--- src/rtl/uart_alu_sequencer_if.sv ---
// uart_alu_sequencer_if
// Handshake bundle between the UART block and the ALU sequencer.
//   rx_to_intf_done    : one-cycle pulse, received byte valid
//   rx_to_intf_data    : received byte
//   tx_to_intf_active  : transmitter busy
//   tx_to_intf_done    : one-cycle pulse, transmitted byte finished
//   tx_start           : one-cycle transmit request
//   intf_to_tx_result  : byte to transmit
// Modports: master = UART side, slave = sequencer side.
interface uart_alu_sequencer_if #(
    parameter int NB_DATA = 8
) ();
    logic               rx_to_intf_done;
    logic [NB_DATA-1:0] rx_to_intf_data;
    logic               tx_to_intf_active;
    logic               tx_to_intf_done;
    logic               tx_start;
    logic [NB_DATA-1:0] intf_to_tx_result;

    modport master (
        output rx_to_intf_done, rx_to_intf_data, tx_to_intf_active, tx_to_intf_done,
        input  tx_start, intf_to_tx_result
    );

    modport slave (
        input  rx_to_intf_done, rx_to_intf_data, tx_to_intf_active, tx_to_intf_done,
        output tx_start, intf_to_tx_result
    );
endinterface

--- src/rtl/uart_alu_sequencer.sv ---
// uart_alu_sequencer
// Collects operand A, operand B and opcode bytes from the UART receiver,
// drives the external combinational ALU, and sends the result (or ERR_CODE
// for an unsupported opcode) back through the UART transmitter.
// Ports:
//   i_Clock, i_reset  : clock, asynchronous active-high reset
//   uart              : UART handshake bundle (slave modport)
//   i_alu_result      : combinational ALU output
//   o_alu_a/b/op      : latched ALU operands and opcode
//   o_busy            : not in IDLE
//   o_err             : sticky invalid-opcode flag, cleared when A is accepted
//   o_overrun         : sticky flag, byte dropped while busy
// Optional macro UART_SEQ_TIMEOUT_EN: inter-byte timeout of TIMEOUT_CYCLES
// clocks in WAIT_B/WAIT_OP returns to IDLE; otherwise those states wait forever.
//
// state   | meaning
// IDLE    | waiting for operand A
// WAIT_B  | waiting for operand B
// WAIT_OP | waiting for opcode byte
// EXEC    | ALU settle cycle, result captured at its end
// SEND    | request transmission once the transmitter is idle
// WAIT_TX | waiting for the transmitter to finish
module uart_alu_sequencer #(
    parameter int               NB_DATA        = 8,
    parameter int               NB_OP          = 6,
    parameter logic [NB_DATA-1:0] ERR_CODE     = 8'hFF,
    parameter int               TIMEOUT_CYCLES = 50000
) (
    input  logic                 i_Clock,
    input  logic                 i_reset,
    uart_alu_sequencer_if.slave  uart,
    input  logic [NB_DATA-1:0]   i_alu_result,
    output logic [NB_DATA-1:0]   o_alu_a,
    output logic [NB_DATA-1:0]   o_alu_b,
    output logic [NB_OP-1:0]     o_alu_op,
    output logic                 o_busy,
    output logic                 o_err,
    output logic                 o_overrun
);

    typedef enum logic [2:0] {
        ST_IDLE,
        ST_WAIT_B,
        ST_WAIT_OP,
        ST_EXEC,
        ST_SEND,
        ST_WAIT_TX
    } state_t;

    state_t             r_state, w_state_next;
    logic [NB_DATA-1:0] r_alu_a, w_alu_a_next;
    logic [NB_DATA-1:0] r_alu_b, w_alu_b_next;
    logic [NB_OP-1:0]   r_alu_op, w_alu_op_next;
    logic [NB_DATA-1:0] r_result, w_result_next;
    logic               r_err, w_err_next;
    logic               r_overrun, w_overrun_next;
    logic               w_tx_start;
    logic               w_timeout;
    logic [NB_OP-1:0]   w_rx_op;

    assign w_rx_op = uart.rx_to_intf_data[NB_OP-1:0];

    function automatic logic op_valid(input logic [NB_OP-1:0] op);
        case (op)
            6'h20, 6'h22, 6'h24, 6'h25, 6'h26, 6'h27, 6'h03, 6'h02: op_valid = 1'b1;
            default:                                                op_valid = 1'b0;
        endcase
    endfunction

`ifdef UART_SEQ_TIMEOUT_EN
    localparam int NB_TMO = $clog2(TIMEOUT_CYCLES + 1);

    logic [NB_TMO-1:0] r_tmo_cnt;
    logic              w_waiting;

    assign w_waiting = (r_state == ST_WAIT_B) || (r_state == ST_WAIT_OP);
    // An arriving byte in the expiry cycle takes priority over the timeout.
    assign w_timeout = w_waiting && !uart.rx_to_intf_done &&
                       ((r_tmo_cnt + 1'b1) == NB_TMO'(TIMEOUT_CYCLES));

    always_ff @(posedge i_Clock or posedge i_reset) begin
        if (i_reset) begin
            r_tmo_cnt <= '0;
        end else if (w_timeout || (uart.rx_to_intf_done &&
                     (w_waiting || r_state == ST_IDLE))) begin
            r_tmo_cnt <= '0;
        end else if (w_waiting) begin
            r_tmo_cnt <= r_tmo_cnt + 1'b1;
        end
    end
`else
    assign w_timeout = 1'b0;
`endif

    always_comb begin
        w_state_next   = r_state;
        w_alu_a_next   = r_alu_a;
        w_alu_b_next   = r_alu_b;
        w_alu_op_next  = r_alu_op;
        w_result_next  = r_result;
        w_err_next     = r_err;
        w_overrun_next = r_overrun;
        w_tx_start     = 1'b0;
        case (r_state)
            ST_IDLE: begin
                if (uart.rx_to_intf_done) begin
                    w_alu_a_next = uart.rx_to_intf_data;
                    w_err_next   = 1'b0;
                    w_state_next = ST_WAIT_B;
                end
            end
            ST_WAIT_B: begin
                if (uart.rx_to_intf_done) begin
                    w_alu_b_next = uart.rx_to_intf_data;
                    w_state_next = ST_WAIT_OP;
                end else if (w_timeout) begin
                    w_state_next = ST_IDLE;
                end
            end
            ST_WAIT_OP: begin
                if (uart.rx_to_intf_done) begin
                    w_alu_op_next = w_rx_op;
                    if (op_valid(w_rx_op)) begin
                        w_state_next = ST_EXEC;
                    end else begin
                        w_result_next = ERR_CODE;
                        w_err_next    = 1'b1;
                        w_state_next  = ST_SEND;
                    end
                end else if (w_timeout) begin
                    w_state_next = ST_IDLE;
                end
            end
            ST_EXEC: begin
                // Operands were registered last cycle, so the ALU output is settled now.
                w_result_next = i_alu_result;
                w_state_next  = ST_SEND;
            end
            ST_SEND: begin
                if (!uart.tx_to_intf_active) begin
                    w_tx_start   = 1'b1;
                    w_state_next = ST_WAIT_TX;
                end
            end
            ST_WAIT_TX: begin
                if (uart.tx_to_intf_done) begin
                    w_state_next = ST_IDLE;
                end
            end
            default: w_state_next = ST_IDLE;
        endcase
        if (uart.rx_to_intf_done &&
            (r_state == ST_EXEC || r_state == ST_SEND || r_state == ST_WAIT_TX)) begin
            w_overrun_next = 1'b1;
        end
    end

    always_ff @(posedge i_Clock or posedge i_reset) begin
        if (i_reset) begin
            r_state   <= ST_IDLE;
            r_alu_a   <= '0;
            r_alu_b   <= '0;
            r_alu_op  <= '0;
            r_result  <= '0;
            r_err     <= 1'b0;
            r_overrun <= 1'b0;
        end else begin
            r_state   <= w_state_next;
            r_alu_a   <= w_alu_a_next;
            r_alu_b   <= w_alu_b_next;
            r_alu_op  <= w_alu_op_next;
            r_result  <= w_result_next;
            r_err     <= w_err_next;
            r_overrun <= w_overrun_next;
        end
    end

    assign o_alu_a                = r_alu_a;
    assign o_alu_b                = r_alu_b;
    assign o_alu_op               = r_alu_op;
    assign o_err                  = r_err;
    assign o_overrun              = r_overrun;
    assign o_busy                 = (r_state != ST_IDLE);
    assign uart.tx_start          = w_tx_start;
    assign uart.intf_to_tx_result = r_result;

endmodule

--- src/flat_wrapper.sv ---
// flat-port wrapper written by rule: the top's interface ports become plain ports
module uart_alu_sequencer_flat 
#(
    parameter int               NB_DATA        = 8,
    parameter int               NB_OP          = 6,
    parameter logic [NB_DATA-1:0] ERR_CODE     = 8'hFF,
    parameter int               TIMEOUT_CYCLES = 50000
)
  (i_Clock, i_reset, i_alu_result, o_alu_a, o_alu_b, o_alu_op, o_busy, o_err, o_overrun, uart_rx_to_intf_done, uart_rx_to_intf_data, uart_tx_to_intf_active, uart_tx_to_intf_done, uart_tx_start, uart_intf_to_tx_result);
  uart_alu_sequencer_if #(.NB_DATA(NB_DATA)) uart_i ();
  input  logic i_Clock;
  input  logic i_reset;
  input  logic [NB_DATA-1:0] i_alu_result;
  output logic [NB_DATA-1:0] o_alu_a;
  output logic [NB_DATA-1:0] o_alu_b;
  output logic [NB_OP-1:0] o_alu_op;
  output logic o_busy;
  output logic o_err;
  output logic o_overrun;
  input wire logic [$bits(uart_i.rx_to_intf_done)-1:0] uart_rx_to_intf_done;
  input wire logic [$bits(uart_i.rx_to_intf_data)-1:0] uart_rx_to_intf_data;
  input wire logic [$bits(uart_i.tx_to_intf_active)-1:0] uart_tx_to_intf_active;
  input wire logic [$bits(uart_i.tx_to_intf_done)-1:0] uart_tx_to_intf_done;
  output wire logic [$bits(uart_i.tx_start)-1:0] uart_tx_start;
  output wire logic [$bits(uart_i.intf_to_tx_result)-1:0] uart_intf_to_tx_result;
  assign uart_i.rx_to_intf_done = uart_rx_to_intf_done;
  assign uart_i.rx_to_intf_data = uart_rx_to_intf_data;
  assign uart_i.tx_to_intf_active = uart_tx_to_intf_active;
  assign uart_i.tx_to_intf_done = uart_tx_to_intf_done;
  assign uart_tx_start = uart_i.tx_start;
  assign uart_intf_to_tx_result = uart_i.intf_to_tx_result;
  uart_alu_sequencer #(.NB_DATA(NB_DATA), .NB_OP(NB_OP), .ERR_CODE(ERR_CODE), .TIMEOUT_CYCLES(TIMEOUT_CYCLES)) u_core (.i_Clock(i_Clock), .i_reset(i_reset), .uart(uart_i), .i_alu_result(i_alu_result), .o_alu_a(o_alu_a), .o_alu_b(o_alu_b), .o_alu_op(o_alu_op), .o_busy(o_busy), .o_err(o_err), .o_overrun(o_overrun));
endmodule
--- config.mk ---
export PLATFORM = sky130hd
export DESIGN_NAME = uart_alu_sequencer_flat
export DESIGN_NICKNAME = d
export VERILOG_FILES = /design/src/rtl/uart_alu_sequencer_if.sv /design/src/rtl/uart_alu_sequencer.sv /design/src/flat_wrapper.sv
export SDC_FILE = /design/constraint.sdc
export NUM_CORES = 1
export LEC_CHECK = 0
export CORE_UTILIZATION = 44
export DETAILED_ROUTE_END_ITERATION = 7
export PLACE_DENSITY = 0.79
export SYNTH_ARGS = -nofsm -noshare
export SYNTH_HDL_FRONTEND = slang
export SYNTH_SLANG_ARGS = --single-unit
--- constraint.sdc ---
create_clock -name i_Clock -period 1.8 [get_ports i_Clock]
set_input_delay 0.18 -clock i_Clock [delete_from_list [all_inputs] [get_ports i_Clock]]
set_output_delay 0.18 -clock i_Clock [all_outputs]
set_load 0.05 [all_outputs]
==> out/qor.yml, run 1 <==
cts_root_buffer: "clkbuf_4"
r2r-start: "u_core.r_state[0]$_DFFE_PP0P_"
fp.dieW_um: 61.0
htreeDepth: 2
regToRegSetupSlack_ns: 0.27
post-dp-hpwl_um: 2370
core-area_um2: 3340
crit_fanout: 2
synth_top_area_share_pct: 57.1
async_reset_ff_share_pct: 100
crit_chain: "clkdlybuf4s50_1"
port_buffers: 54
post_cts.repair.setup_buffers: 0
ant_nets: 0
yosysUniqueCellTypes: 30
ys_seq_area_share_pct: 57.1
grt_max_degree: 25
die_y_um: 61.0
fin_tns_setup_ns: 0
place.gp.congestion: 0.792
start_kind: "flop"
io_pins: 55
cts_made_buffers: 5
yosys-top-cells-area: "dfrtp_1 57%, mux2_2 9.6%, mux2_4 8.8%, mux2i_1 5.9%, o21ai_0 2.9%"
yosysWarnings: 0
synthFlopType: "dfrtp_1"
clock-sinks: 35
wire_per_inst_um: 15.4
grt.total_usage_pct: 19.2
crit_required_ns: 1.62
min_period_over_period_pct: 96.0
clkTransAtPathRegs_ns: 0.10
crit_path_end_kind: "output port"
num_vias: 1082
drtIter0Drc: 40
syn_inst: 109
synth-edff-count: 0
maxSlewHeadroom_pct: 61.8
clk_path_buf_depth: 2
critPathTopFamily: "buffers and inverters"
area_growth_pct: 40.8
rows: 21
gr-total-overflow: 0
ys_ff_latch: 35
cp_data_arrival_time_ns: 1.55
max-cap-violations: 0
final_nets: 187
slew_viol_final: 0
initial_core_util_pct: 45.9
antenna_found_initial: 0
crit_type: "flop to output port"
dp_slack_ns: 0.103
rsz0062_at_grt: "false"
worst_pin_slew_ns: 0.571
finalClockSkew_ns: 0.00895
synth_area_per_cell_um2: 14.1
insertion_delay_ns: 0.33
status: "completed"
drc: 0
die_area_um2: 3720
synth_area_leader_cell: "dfrtp_1"
vias_per_cell: 5.13
n_antenna_cell: 0
grt_pass1_wl_um: 5110
post_cts_resize_count: 0
drt_pre_antenna_iters: 4
hp-class: "input port to async pin"
critical_path_buf_inv_count: 1
setup_ws_ns: 0.0726
holdWs_ns: 0.185
reg2regPathDepth: 3
critPathSlowestCell: "clkdlybuf4s50_1"
synth_nets: 130
fin_cells: 211
grt_pass1_vias: 1075
post-route-min-period_ns: 1.73
cts_tree: "done"
max_stage_delay_ns: 0.83
drive_gt1_share_pct: 23.0
setup_viol: 0
hold_buffers: 0
fmax_ghz: 0.579
routed_wl_um: 3260
hold_viol_final: 0
dp_cells: 205
netlist_area_um2: 1530
rr_endpoint: "u_core.o_overrun$_DFFE_PP0P_"
-- worst max path at each step --
stage                                         end                      startpoint  slack, ns  cells after the start
floorplan                           uart_tx_start   u_core.r_state[2]$_DFFE_PP0P_       0.25                      2
global placement    u_core.o_alu_b[2]$_DFFE_PP0P_            uart_rx_to_intf_done       0.17                      3
detailed placement  u_core.o_alu_b[1]$_DFFE_PP0P_            uart_rx_to_intf_done       0.10                      3
CTS                                   o_alu_op[5]  u_core.o_alu_op[5]$_DFFE_PP0P_       0.06                      1
global route                        uart_tx_start   u_core.r_state[2]$_DFFE_PP0P_      0.006                      3
finish                                o_alu_op[5]  u_core.o_alu_op[5]$_DFFE_PP0P_       0.07                      1
-- through the flow --
| step | cell area, µm² | utilization (%) |
|---|---|---|
| detailed placement | 2120 | 63.4 |
| floorplan | 1540 | - |
| global route | 2160 | 64.7 |
| finish | 2160 | 64.7 |
| CTS | 2160 | 64.7 |
| global placement | 2120 | 63.4 |
-- cells in the final DEF, fill, tap and decap left out, types with 2 or more instances in the layout --
cell and instances:
buf_12 2, clkbuf_4 5, a21oi_1 2, dfrtp_1 35, mux2i_1 9, o21ai_0 9, inv_1 4, mux2_4 9
o22ai_1 2, mux2_2 13, nand3_1 2, nand2_1 2, clkdlybuf4s50_1 52
-- flip-flops by register name, summed over array words and instances (netlist names) --
register / count
u_core.r_state: 3
u_core.uart.intf_to_tx_result: 8
u_core.o_alu_b: 8
u_core.o_alu_a: 8
u_core.o_overrun: 1
u_core.o_err: 1
u_core.o_alu_op: 6
-- kinds of logic (layout without fill, tap and decap cells) --
family	after synthesis	count (layout)	share of synthesized area, %
AND/OR/NAND/NOR	16	16	7.51
flip-flops	35	35	57.1
multiplexers	31	31	24.2
buffers and inverters	9	65	4.00
AO/OA/AOI/OAI	18	18	7.10
-- layout make-up --
| cell class | count | area, µm² |
|---|---|---|
| repair buffers | 55 | 568 |
| well taps | 46 | 57.6 |
| fillers | 270 | 1180 |
| multi-input cells | 65 | 601 |
| flip-flops and latches | 35 | 876 |
| clock buffers | 6 | 41.3 |
| inverters | 4 | 15.0 |
-- Yosys cell counts, types with 2 or more instances --
cell type / number
nand3_1: 2
nand2_1: 2
a21oi_1: 2
buf_6: 3
dfrtp_1: 35
o21ai_0: 9
inv_1: 4
o22ai_1: 2
mux2_2: 13
mux2i_1: 9
mux2_4: 9
-- layer usage --
metal | up-vias | global-route usage, % | wire length, µm | part of all wire [%]
met2 | 28 | 31.2 | 1700 | 52
met5 | - | 0 | 0 | 0
li1 | 500 | - | - | -
met4 | 0 | 5.84 | 40 | 1.2
met3 | 6 | 5.67 | 126 | 3.9
met1 | 548 | 25.1 | 1390 | 43
Power of run 1 is left out: the tool's default activity adds up to more than one toggle a clock period on the data nets, which glitch-free logic cannot reach.
==> inputs of run 2 (changes only) <==
--- a/config.mk
+++ b/config.mk
@@ -5,6 +5,7 @@
 export SDC_FILE = /design/constraint.sdc
 export NUM_CORES = 1
 export LEC_CHECK = 0
+export CORE_MARGIN = 5
 export CORE_UTILIZATION = 44
 export DETAILED_ROUTE_END_ITERATION = 7
 export PLACE_DENSITY = 0.79
==> run 2 against run 1 <==
Cell count rose by 1.4%. Register-to-register slack improved by 0.05 ns. Utilization barely moved. Flip-flop and latch count did not move. Non-clock buffer count rose by 2. Global-route usage fell by 3.4 points. Clock skew rose by 0.0066 ns.
==> out/qor.yml, run 2 (synthesis gave the netlist of run 1 again) <==
critPathTopFamily: "simple AND/OR/NAND/NOR gates"
rows: 21
vias_per_cell: 5.06
grt_max_degree: 36
status: "completed"
wire_per_inst_um: 16.5
final_nets: 189
crit_fanout: 7
cts_made_buffers: 5
cp_data_arrival_time_ns: 1.53
cts_tree: "done"
grt_util_met2_pct: 26.5
fin_tns_setup_ns: 0
hold_buffers: 0
drtIter0Drc: 30
post-dp-hpwl_um: 2620
reg2regPathDepth: 3
insertion_delay_ns: 0.34
r2r-start: "u_core.r_state[0]$_DFFE_PP0P_"
hold_viol_final: 0
grt-busiest-layer: "met2"
post_cts.repair.setup_buffers: 0
die_area_um2: 4760
crit_required_ns: 1.62
slew_viol_final: 0
gr-total-overflow: 0
cts_root_buffer: "clkbuf_4"
max-cap-violations: 0
worst_pin_slew_ns: 0.524
antenna_found_initial: 0
use_met1_pct: 17.5
nFillCells: 291
grt.total_usage_pct: 15.8
num_vias: 1083
start_kind: "flop"
core-area_um2: 3360
crit_start: "u_core.r_state[2]$_DFFE_PP0P_"
fp.dieW_um: 69.0
rsz0062_at_grt: "false"
path_depth: 3
drive_gt1_share_pct: 25.0
grt_pass1_wl_um: 5910
place.gp.congestion: 0.781
critical_path_buf_inv_count: 1
initial_core_util_pct: 45.6
routed_wl_um: 3520
die_y_um: 69.0
crit_type: "flop to output port"
ant_nets: 0
htreeDepth: 2
crit_end: "uart_tx_start"
critPathSlowestCell: "dfrtp_1"
rr_endpoint: "u_core.o_alu_a[1]$_DFFE_PP0P_"
hp-class: "input port to async pin"
drc: 0
post_cts_resize_count: 0
crit_path_end_kind: "output port"
drt_pre_antenna_iters: 4
maxSlewHeadroom_pct: 65.0
min_period_over_period_pct: 95.2
finalClockSkew_ns: 0.0156
port_buffers: 54
mostFrequentLayoutCells: "52 x clkdlybuf4s50_1, 35 x dfrtp_1, 13 x mux2_2"
clock-sinks: 35
area_growth_pct: 42.0
crit_chain: "or2b_2 -> nor3_2 -> buf_12"
fmax_ghz: 0.584
regToRegSetupSlack_ns: 0.32
grt_use_met3_pct: 5.52
io_pins: 55
final_common_cell: "clkdlybuf4s50_1"
clkTransAtPathRegs_ns: 0.11
max_stage_delay_ns: 0.49
n_antenna_cell: 0
post-route-min-period_ns: 1.71
setup_viol: 0
grt_pass1_vias: 1206
clk_path_buf_depth: 2
run 2: cell types whose count changed in the layout (fill, tap and decap cells not counted), sizes merged:
| cell | previous run | this run |
|---|---|---|
| buf | 3 | 5 |
| clkinv | 0 | 1 |
run 2: stage by stage:
stage	util, %	setup slack, ns	cells	cell area, µm²	hold WS (ns)
finish	64.7	0.0865	214	2180	0.232
global route	64.7	0.00790	214	2180	0.263
CTS	64.7	0.0746	214	2180	0.231
detailed placement	63.0	0.113	207	2120	0.463
global placement	63.0	0.176	207	2120	0.456
floorplan	-	0.247	109	1540	0.314
run 2: layer usage:
metal / vias up / share of wire [%]
met5: - / 0
met4: 0 / 2.5
met3: 8 / 5.8
met2: 34 / 52
met1: 534 / 40
li1: 507 / -
run 2: how the worst min path moves through the flow:
stage	from	slack, ns	to	cells after the start
after floorplan	i_alu_result[0]	0.31	u_core.uart.intf_to_tx_result[0]$_DFFE_PP0P_	2
after global placement	u_core.o_overrun$_DFFE_PP0P_	0.46	u_core.o_overrun$_DFFE_PP0P_	1
after detailed placement	u_core.o_overrun$_DFFE_PP0P_	0.46	u_core.o_overrun$_DFFE_PP0P_	1
after CTS	i_reset	0.23	u_core.o_alu_b[5]$_DFFE_PP0P_	3
after global routing	i_reset	0.26	u_core.o_alu_b[5]$_DFFE_PP0P_	3
final	i_reset	0.23	u_core.o_alu_b[3]$_DFFE_PP0P_	3
run 2: area by class of cell:
| type | instances | area [µm²] | share of cell area, % |
|---|---|---|---|
| flip-flops and latches | 35 | 876 | 40.3 |
| multi-input cells | 65 | 601 | 27.6 |
| repair buffers | 57 | 571 | 26.2 |
| well taps | 46 | 57.6 | 2.65 |
| clock buffers | 6 | 51.3 | 2.36 |
| inverters | 4 | 15.0 | 0.690 |
| clock inverters | 1 | 5.00 | 0.230 |
run 2: worst min-delay path, cell delays in order:
cell	delay, ns
clkdlybuf4s50_1	0.39
inv_1	0.05
buf_4	0.38
Power of run 2 is left out for the same reason.
==> inputs of run 3 (changes only) <==
--- a/config.mk
+++ b/config.mk
@@ -9,6 +9,7 @@
 export CORE_UTILIZATION = 44
 export DETAILED_ROUTE_END_ITERATION = 7
 export PLACE_DENSITY = 0.79
+export SLEW_MARGIN = 20
 export SYNTH_ARGS = -nofsm -noshare
 export SYNTH_HDL_FRONTEND = slang
 export SYNTH_SLANG_ARGS = --single-unit
==> results of run 3 <==
The final DEF is identical to that of run 2; final timing and power are the same.
Power of run 3 is left out for the same reason.
